### config.mk
export PLATFORM = sky130hd
export DESIGN_NAME = fifo_wr_arbiter
export DESIGN_NICKNAME = d
export VERILOG_FILES = /design/src/rtl/fifo_wr_arbiter.sv
export SDC_FILE = /design/constraint.sdc
export NUM_CORES = 1
export LEC_CHECK = 0
export ABC_AREA = 1
export BUFFER_PORTS_ARGS = -buffer_cell sky130_fd_sc_hd__buf_4
export CORE_MARGIN = 2
export CORE_UTILIZATION = 37
export DETAILED_ROUTE_END_ITERATION = 7
export PLACE_DENSITY_LB_ADDON = 0.15
export SKIP_CTS_REPAIR_TIMING = 1
export SLEW_MARGIN = 20
export SYNTH_ARGS = -nofsm -noshare
export SYNTH_HDL_FRONTEND = slang
export SYNTH_SLANG_ARGS = --single-unit
### constraint.sdc
create_clock -name clk -period 2.3 [get_ports clk]
set_clock_uncertainty 0.05 [all_clocks]
set_input_delay 0.345 -clock clk [delete_from_list [all_inputs] [get_ports clk]]
set_output_delay 0.345 -clock clk [all_outputs]
set_load 0.01 [all_outputs]
### src/rtl/fifo_wr_arbiter.sv
// Round-robin write-port arbiter for a synchronous FIFO. A granted producer
// holds the port for a burst until it sends its last beat, reaches MAX_BURST beats, or goes idle.
module fifo_wr_arbiter #(
    parameter int NUM_REQ    = 4,
    parameter int DATA_WIDTH = 16,
    parameter int MAX_BURST  = 4
) (
    input  logic                          clk,
    input  logic                          rst,
    input  logic [NUM_REQ-1:0]            req_valid,
    input  logic [NUM_REQ-1:0]            req_last,
    input  logic [NUM_REQ*DATA_WIDTH-1:0] req_data,
    output logic [NUM_REQ-1:0]            req_ready,
    input  logic                          fifo_full,
    output logic                          fifo_wr_en,
    output logic [DATA_WIDTH-1:0]         fifo_data_in,
    output logic [$clog2(NUM_REQ)-1:0]    grant_id,
    output logic                          busy
);

    localparam int IDW = $clog2(NUM_REQ);
    localparam int CW  = $clog2(MAX_BURST + 1);

    typedef enum logic {
        IDLE  = 1'b0,
        BURST = 1'b1
    } state_t;

    state_t          state_reg;
    logic [IDW-1:0]  owner_reg;
    logic [IDW-1:0]  rr_ptr_reg;
    logic [CW-1:0]   beat_cnt_reg;

    logic [DATA_WIDTH-1:0] data_arr [NUM_REQ];
    logic                  owner_valid;
    logic                  owner_last;
    logic                  accept;
    logic                  burst_done;
    logic                  win_found;
    logic [IDW-1:0]        win_idx;
    logic [IDW:0]          cand;
    logic [IDW-1:0]        rr_ptr_next;

    generate
        for (genvar gi = 0; gi < NUM_REQ; gi++) begin : g_req
            assign data_arr[gi]  = req_data[gi*DATA_WIDTH +: DATA_WIDTH];
            assign req_ready[gi] = accept && (owner_reg == IDW'(gi));
        end
    endgenerate

    assign owner_valid = req_valid[owner_reg];
    assign owner_last  = req_last[owner_reg];

    // Outputs are gated by rst so nothing leaks out during a synchronous reset mid-burst.
    assign accept       = !rst && (state_reg == BURST) && owner_valid && !fifo_full;
    assign burst_done   = owner_last || (beat_cnt_reg == CW'(MAX_BURST - 1));
    assign fifo_wr_en   = accept;
    assign fifo_data_in = accept ? data_arr[owner_reg] : '0;
    assign grant_id     = rst ? '0 : owner_reg;
    assign busy         = !rst && (state_reg == BURST);

    // Scan from the highest offset down so the nearest valid index at/after rr_ptr wins.
    always_comb begin
        win_found = 1'b0;
        win_idx   = '0;
        cand      = '0;
        for (int k = NUM_REQ - 1; k >= 0; k--) begin
            cand = {1'b0, rr_ptr_reg} + (IDW+1)'(k);
            if (cand >= (IDW+1)'(NUM_REQ)) begin
                cand = cand - (IDW+1)'(NUM_REQ);
            end
            if (req_valid[cand[IDW-1:0]]) begin
                win_found = 1'b1;
                win_idx   = cand[IDW-1:0];
            end
        end
    end

    assign rr_ptr_next = (win_idx == IDW'(NUM_REQ - 1)) ? '0 : win_idx + IDW'(1);

    always_ff @(posedge clk) begin
        if (rst) begin
            state_reg    <= IDLE;
            owner_reg    <= '0;
            rr_ptr_reg   <= '0;
            beat_cnt_reg <= '0;
        end else begin
            case (state_reg)
                IDLE: begin
                    if (win_found) begin
                        state_reg    <= BURST;
                        owner_reg    <= win_idx;
                        rr_ptr_reg   <= rr_ptr_next;
                        beat_cnt_reg <= '0;
                    end
                end
                BURST: begin
                    // A full FIFO only stalls; losing valid is what releases the lock.
                    if (!owner_valid) begin
                        state_reg <= IDLE;
                    end else if (accept) begin
                        if (burst_done) begin
                            state_reg <= IDLE;
                        end else begin
                            beat_cnt_reg <= beat_cnt_reg + CW'(1);
                        end
                    end
                end
            endcase
        end
    end

endmodule

== Yosys cells after proc, flatten, opt, wreduce, memory -nomap -nowiden ==
Cells that the tools add are included.
Cells by class
  div/mod/pow operators: 0
  reductions and logical operators: 13
  mux-type cells: 40
  equal/unequal tests: 9
  magnitude comparators: 10
  multiply operators: 0
  $add $sub $neg: 9
  shift operators: 0
  bitwise gates (word level): 2
Operators by type and width (count)
  $mux 16: 3
  $bmux 16 s2: 1
  $mux 2: 10
  $lt 2x3->1 const B: 5
  $mux 1: 14
  $bmux 1 s2: 6
  $ge 3x3->1 const B: 4
  $mux 3: 4
  $sub 2x1->2 const B: 4
  $logic_and 1x1->1: 7
  $add 2x2->3 const B: 2
  $eq 2x2->1 const B: 3
  $pmux 3 s2: 1
  $ne 2x1->1 const B: 2
  $ne 2x2->1 const B: 2
  $reduce_and 4->1: 1
  $add 2x1->3 const B: 1
  $add 3x1->3 const B: 1
  $eq 3x2->1 const B: 1
  $ge 2x3->1 const B: 1
  $not 2->3: 1
  $add 2x1->2 const B: 1
  $eq 2x1->1 const B: 1
  $logic_not 1->1: 2
  5 further kinds: 5
Word-level totals
  memories kept: 0
  bits in registers: 8
  input bits: 75
  output and inout bits: 24
  RAM bits: 0
  latch bits: 0
  memory bits (read-only): 0

== Logic depth before layout (Yosys ltp) ==
  word-level depth: 11
  mapped depth: 14

== Worst setup path before layout ==
No wires, ideal clock.
  kind: flip-flop to output port
  start point: reg owner_reg[0]
  end point: out req_ready[2]
  path buffers: 1
  stages on the path, launching flop included: 8
  required time: 1.905 ns
  arrival: 1.362 ns
  slack: 0.543 ns
  cell sequence: dfxtp_1 -> inv_2 -> nor2_2 -> nand2_1 -> nand4_1 -> nand2_2 -> buf_2 -> nor3_1
Between the ends
  word-level cells in the longest chain between the ends: 5
  elaborated cells on any way between the ends: 6
Ends and longest elaborated chain
  start, declared: RTL line 30  | logic [IDW-1:0] owner_reg;
  start signal, assigned: RTL line 92  | owner_reg <= win_idx;
  $bmux 1 s2: RTL line 51  | assign owner_valid = req_valid[owner_reg];
  $mux 1 (implied by the code): RTL line 51
  $logic_and 1x1->1 (2 in a row): RTL line 55  | assign accept = !rst && (state_reg == BURST) && owner_valid && !fifo_full;
  $logic_and 1x1->1 *: RTL line 47  | assign req_ready[gi] = accept && (owner_reg == IDW'(gi));
  end, declared: RTL line 13  | output logic [NUM_REQ-1:0] req_ready,
Every way passes the cells marked *; elsewhere a longest branch is shown, timed or not. The select of a mux whose other input is x is not followed.

== Final worst setup path ==
Same ends and word-level chain as after synthesis.

==> results.md <==
STA:
- At the pin with the least slew margin, the transition time is 0.436 ns.
- The max-slew violation total from the final report is 0.
- Static timing analysis puts the maximum clock frequency at 465 MHz.
- The final-report hold violation count is 0.
- Summed over all failing endpoints, the final setup total negative slack is 0 ns.
- The shortest period the worst path allows is 2.15 ns.
- The number of failing setup endpoints in the final timing report is 0.
- The portion of the clock cycle consumed by the worst path in the final layout is 0.935.
- Setup repair after global routing left no endpoint under its margin.
- The headroom to the max-slew limit is 0.707.

Floorplanning:
- The total die area is 3360 sq um.
- The vertical die dimension is 58.0 um.
- The width of the die is 58.0 um.
- The core outline area is 2760 sq um.
- The total I/O pin count is 99.
- The initial utilization of the core area, before any placement, comes to 0.391.
- In this run the core area contains 19 standard-cell rows.

Critical path:
- The destination of the worst register-to-register timing path is beat_cnt_reg[1].
- The path length in cells of the critical path is 9.
- The signal on the critical path passes through inv_2, nand2_1, clkinv_4, nand2_1, nand4_1, buf_4, nand2_4, nor3_1, buf_4.
- The required arrival time at the worst endpoint is 1.90 ns.
- The launching instance or port of the critical path is owner_reg[0].
- The path type of the worst setup path is flip-flop to output port.
- The maximum fanout encountered on the critical timing path is 18.
- In this run the critical register-to-register path is launched from owner_reg[1].
- The count of buffering cells on the critical path with inverters included is 4.
- STA classifies the critical path startpoint as a flip-flop.
- The depth of the most critical reg-to-reg path is 11.
- The arrival time at the worst endpoint is 1.76 ns.
- In this design, the stage delay of the slowest critical-path cell is 0.34 ns.
- On the critical path, the stage with the largest delay is an instance of dfxtp_1.
- The setup check on the worst reg-to-reg path leaves a slack of 0.52 ns.
- The kind of cell with the highest combined delay along the critical path is simple AND/OR/NAND/NOR gates.
- The capturing element of the worst setup path is req_ready[2].
- STA classifies the critical path endpoint as an output port.

Routing:
- The average wire per standard cell is 13.5 um.
- The pre-antenna-repair detailed-routing pass consisted of 4 iterations.
- For this run, design rule violations remaining after detail routing come to 0.
- The antenna violation net count after detailed routing is 0.
- The total wirelength of the detailed-routed design is 4450 um.
- The via count of the routed design is 1688.
- The number of DRC violations after detailed-routing iteration 0 is 106.
- After detailed routing, the number of vias per cell comes to 5.13.

Synth:
- Synthesis produced a netlist whose cell count is 199.
- The leading area contributor after synthesis is nand2_1.
- In this run, synthesis inferred 0 flip-flops with an integrated enable.
- The proportion of synthesized flip-flops having asynchronous set or reset is 0.
- The synthesized cell area is 1080 sq um.
- Sorting the synthesized cells by area gives the leading types as nand2_1, dfxtp_1, a22oi_1.
- In this run, synthesis produced a sequential element count of 8.
- Synthesis produced a netlist with a net count of 276.
- The prevailing post-synth register cell is dfxtp_1.
- The proportion of netlist area held by the largest area contributor is 0.286.
- Of the synthesized area, sequential elements account for 0.149.
- The average instance in the mapped netlist occupies 5.41 sq um.
- Yosys printed 0 warnings.
- The netlist uses 22 different library cells.

Global route:
- After global routing the overflow that remains totals 0.
- The via count of the first global-routing pass was 1601.
- The global routing usage summed across all routing layers is 0.257.
- The wire length of the first global-routing pass is 7020 um.
- Entering global routing, the biggest net connects 23 pins.
- The number of antenna violations at the first check in global routing was 0.

Layout:
- The library cells used most frequently in the layout, excluding fill and tap cells, are buf_4, nand2_1, a22oi_1, a31oi_1, nor2_1.
- The most frequent standard cell in the layout excluding fill and tap cells is buf_4.
- The number of inserted filler cells in the final layout is 293.
- The number of antenna diodes in the final layout is 0.
- The signed area change from the synthesized netlist to the final layout is 76.2%.
- The core utilization of the finished layout is 0.688.
- Of the cells placed in the final design, the portion with a size suffix greater than 1 is 0.419.
- The post-layout net count is 377.
- The area of combinational cells with multiple inputs is 832 sq um.
- The flip-flop count of the largest register, all copies and words added is 3.
- The sequential standard cell area is 160 sq um.

Clock network:
- The number of clock buffers added by TritonCTS is 3.
- TritonCTS built the clock tree.
- CTS saw 8 sinks.
- The clock reaches the later pin of the worst-skew pair after 0.25 ns.
- The number of H-tree levels is 1.
- The clock root buffer is clkbuf_4.
- Clock-pin slew was measured on the worst setup and hold paths at 0.06 ns.
- The maximum count of clock buffers along a single path is 2.

Pwr:
- The total power consumption of the routed design is 1.58 mW.
- The leakage component of the power is 1.02 nW.
- Power spread over the standard cell area amounts to 834 nW/um^2.
- The peak supply drop is 811 uV.

Placement:
- The placer's final routability congestion estimate is 0.877.
- The total half-perimeter wirelength after legalization and detailed placement is 3450 um.
- Buffers placed on the I/O ports in this run total 98.

Job:
- The tool flagged a number of max-cap violations equal to 0.

Hold path:
- The worst hold path belongs to the class primary input to flip-flop.

Outcome:
- The run finished with clean final reports.
[stage by stage]
step                      instances  hold WS [ns]  instance area (sq um)  setup slack (ns)
after detailed placement        324         0.441                   1840             0.203
after global placement          324         0.442                   1840             0.247
after floorplan                 199         0.364                   1080             0.543
after CTS                       327         0.242                   1860           -0.0787
final                           329         0.252                   1900             0.150
after global routing            329         0.253                   1900            0.0405
[synthesized netlist by cell type, types with 3 or more instances]
library cell,n
nor2_1,13
dfxtp_1,8
nor2_2,3
a21oi_1,9
inv_2,6
a31oi_1,16
clkbuf_1,4
a22oi_1,16
nand3_1,8
nand2_2,6
nand2_1,82
nor3_1,3
inv_1,12
[routing by layer]
| layer | up-vias | share of wire | global-route usage |
|---|---|---|---|
| li1 | 866 | - | - |
| met1 | 720 | 0.43 | 0.322 |
| met2 | 89 | 0.47 | 0.446 |
| met3 | 13 | 0.078 | 0.0469 |
| met4 | 0 | 0.026 | 0.0797 |
| met5 | - | 0 | 0 |
[power breakdown]
| part | internal, mW | switching, mW |
|---|---|---|
| clock | 0.0597 | 0.0479 |
| combinational | 0.472 | 0.731 |
| sequential | 0.199 | 0.0727 |
| total | 0.730 | 0.852 |
[cells by family after synthesis]
logic type,after synthesis,share of synthesized area
AO/OA/AOI/OAI,42,0.251
AND/OR/NAND/NOR,121,0.479
buffers and inverters,26,0.0987
flip-flops,8,0.149
adder cells (fa/ha/maj),2,0.0232
[layout make-up]
| type | instances | share of cell area |
|---|---|---|
| multi-input combinational | 166 | 0.438 |
| timing repair buffer | 102 | 0.403 |
| sequential | 8 | 0.0844 |
| inverter | 19 | 0.0415 |
| tap | 31 | 0.0204 |
| clock buffer | 3 | 0.0119 |
[how the worst min path moves through the flow]
stage,slack [ns],to,cells past startpoint,startpoint
2_1_floorplan,0.36,rr_ptr_reg[0],1,rst
3_3_place_gp,0.44,beat_cnt_reg[2],2,beat_cnt_reg[2]
3_5_place_dp,0.44,beat_cnt_reg[2],2,beat_cnt_reg[2]
4_1_cts,0.24,state_reg,2,rst
5_1_grt,0.25,rr_ptr_reg[0],2,rst
6_report,0.25,state_reg,2,rst
(Power assumes the default switching activity.)
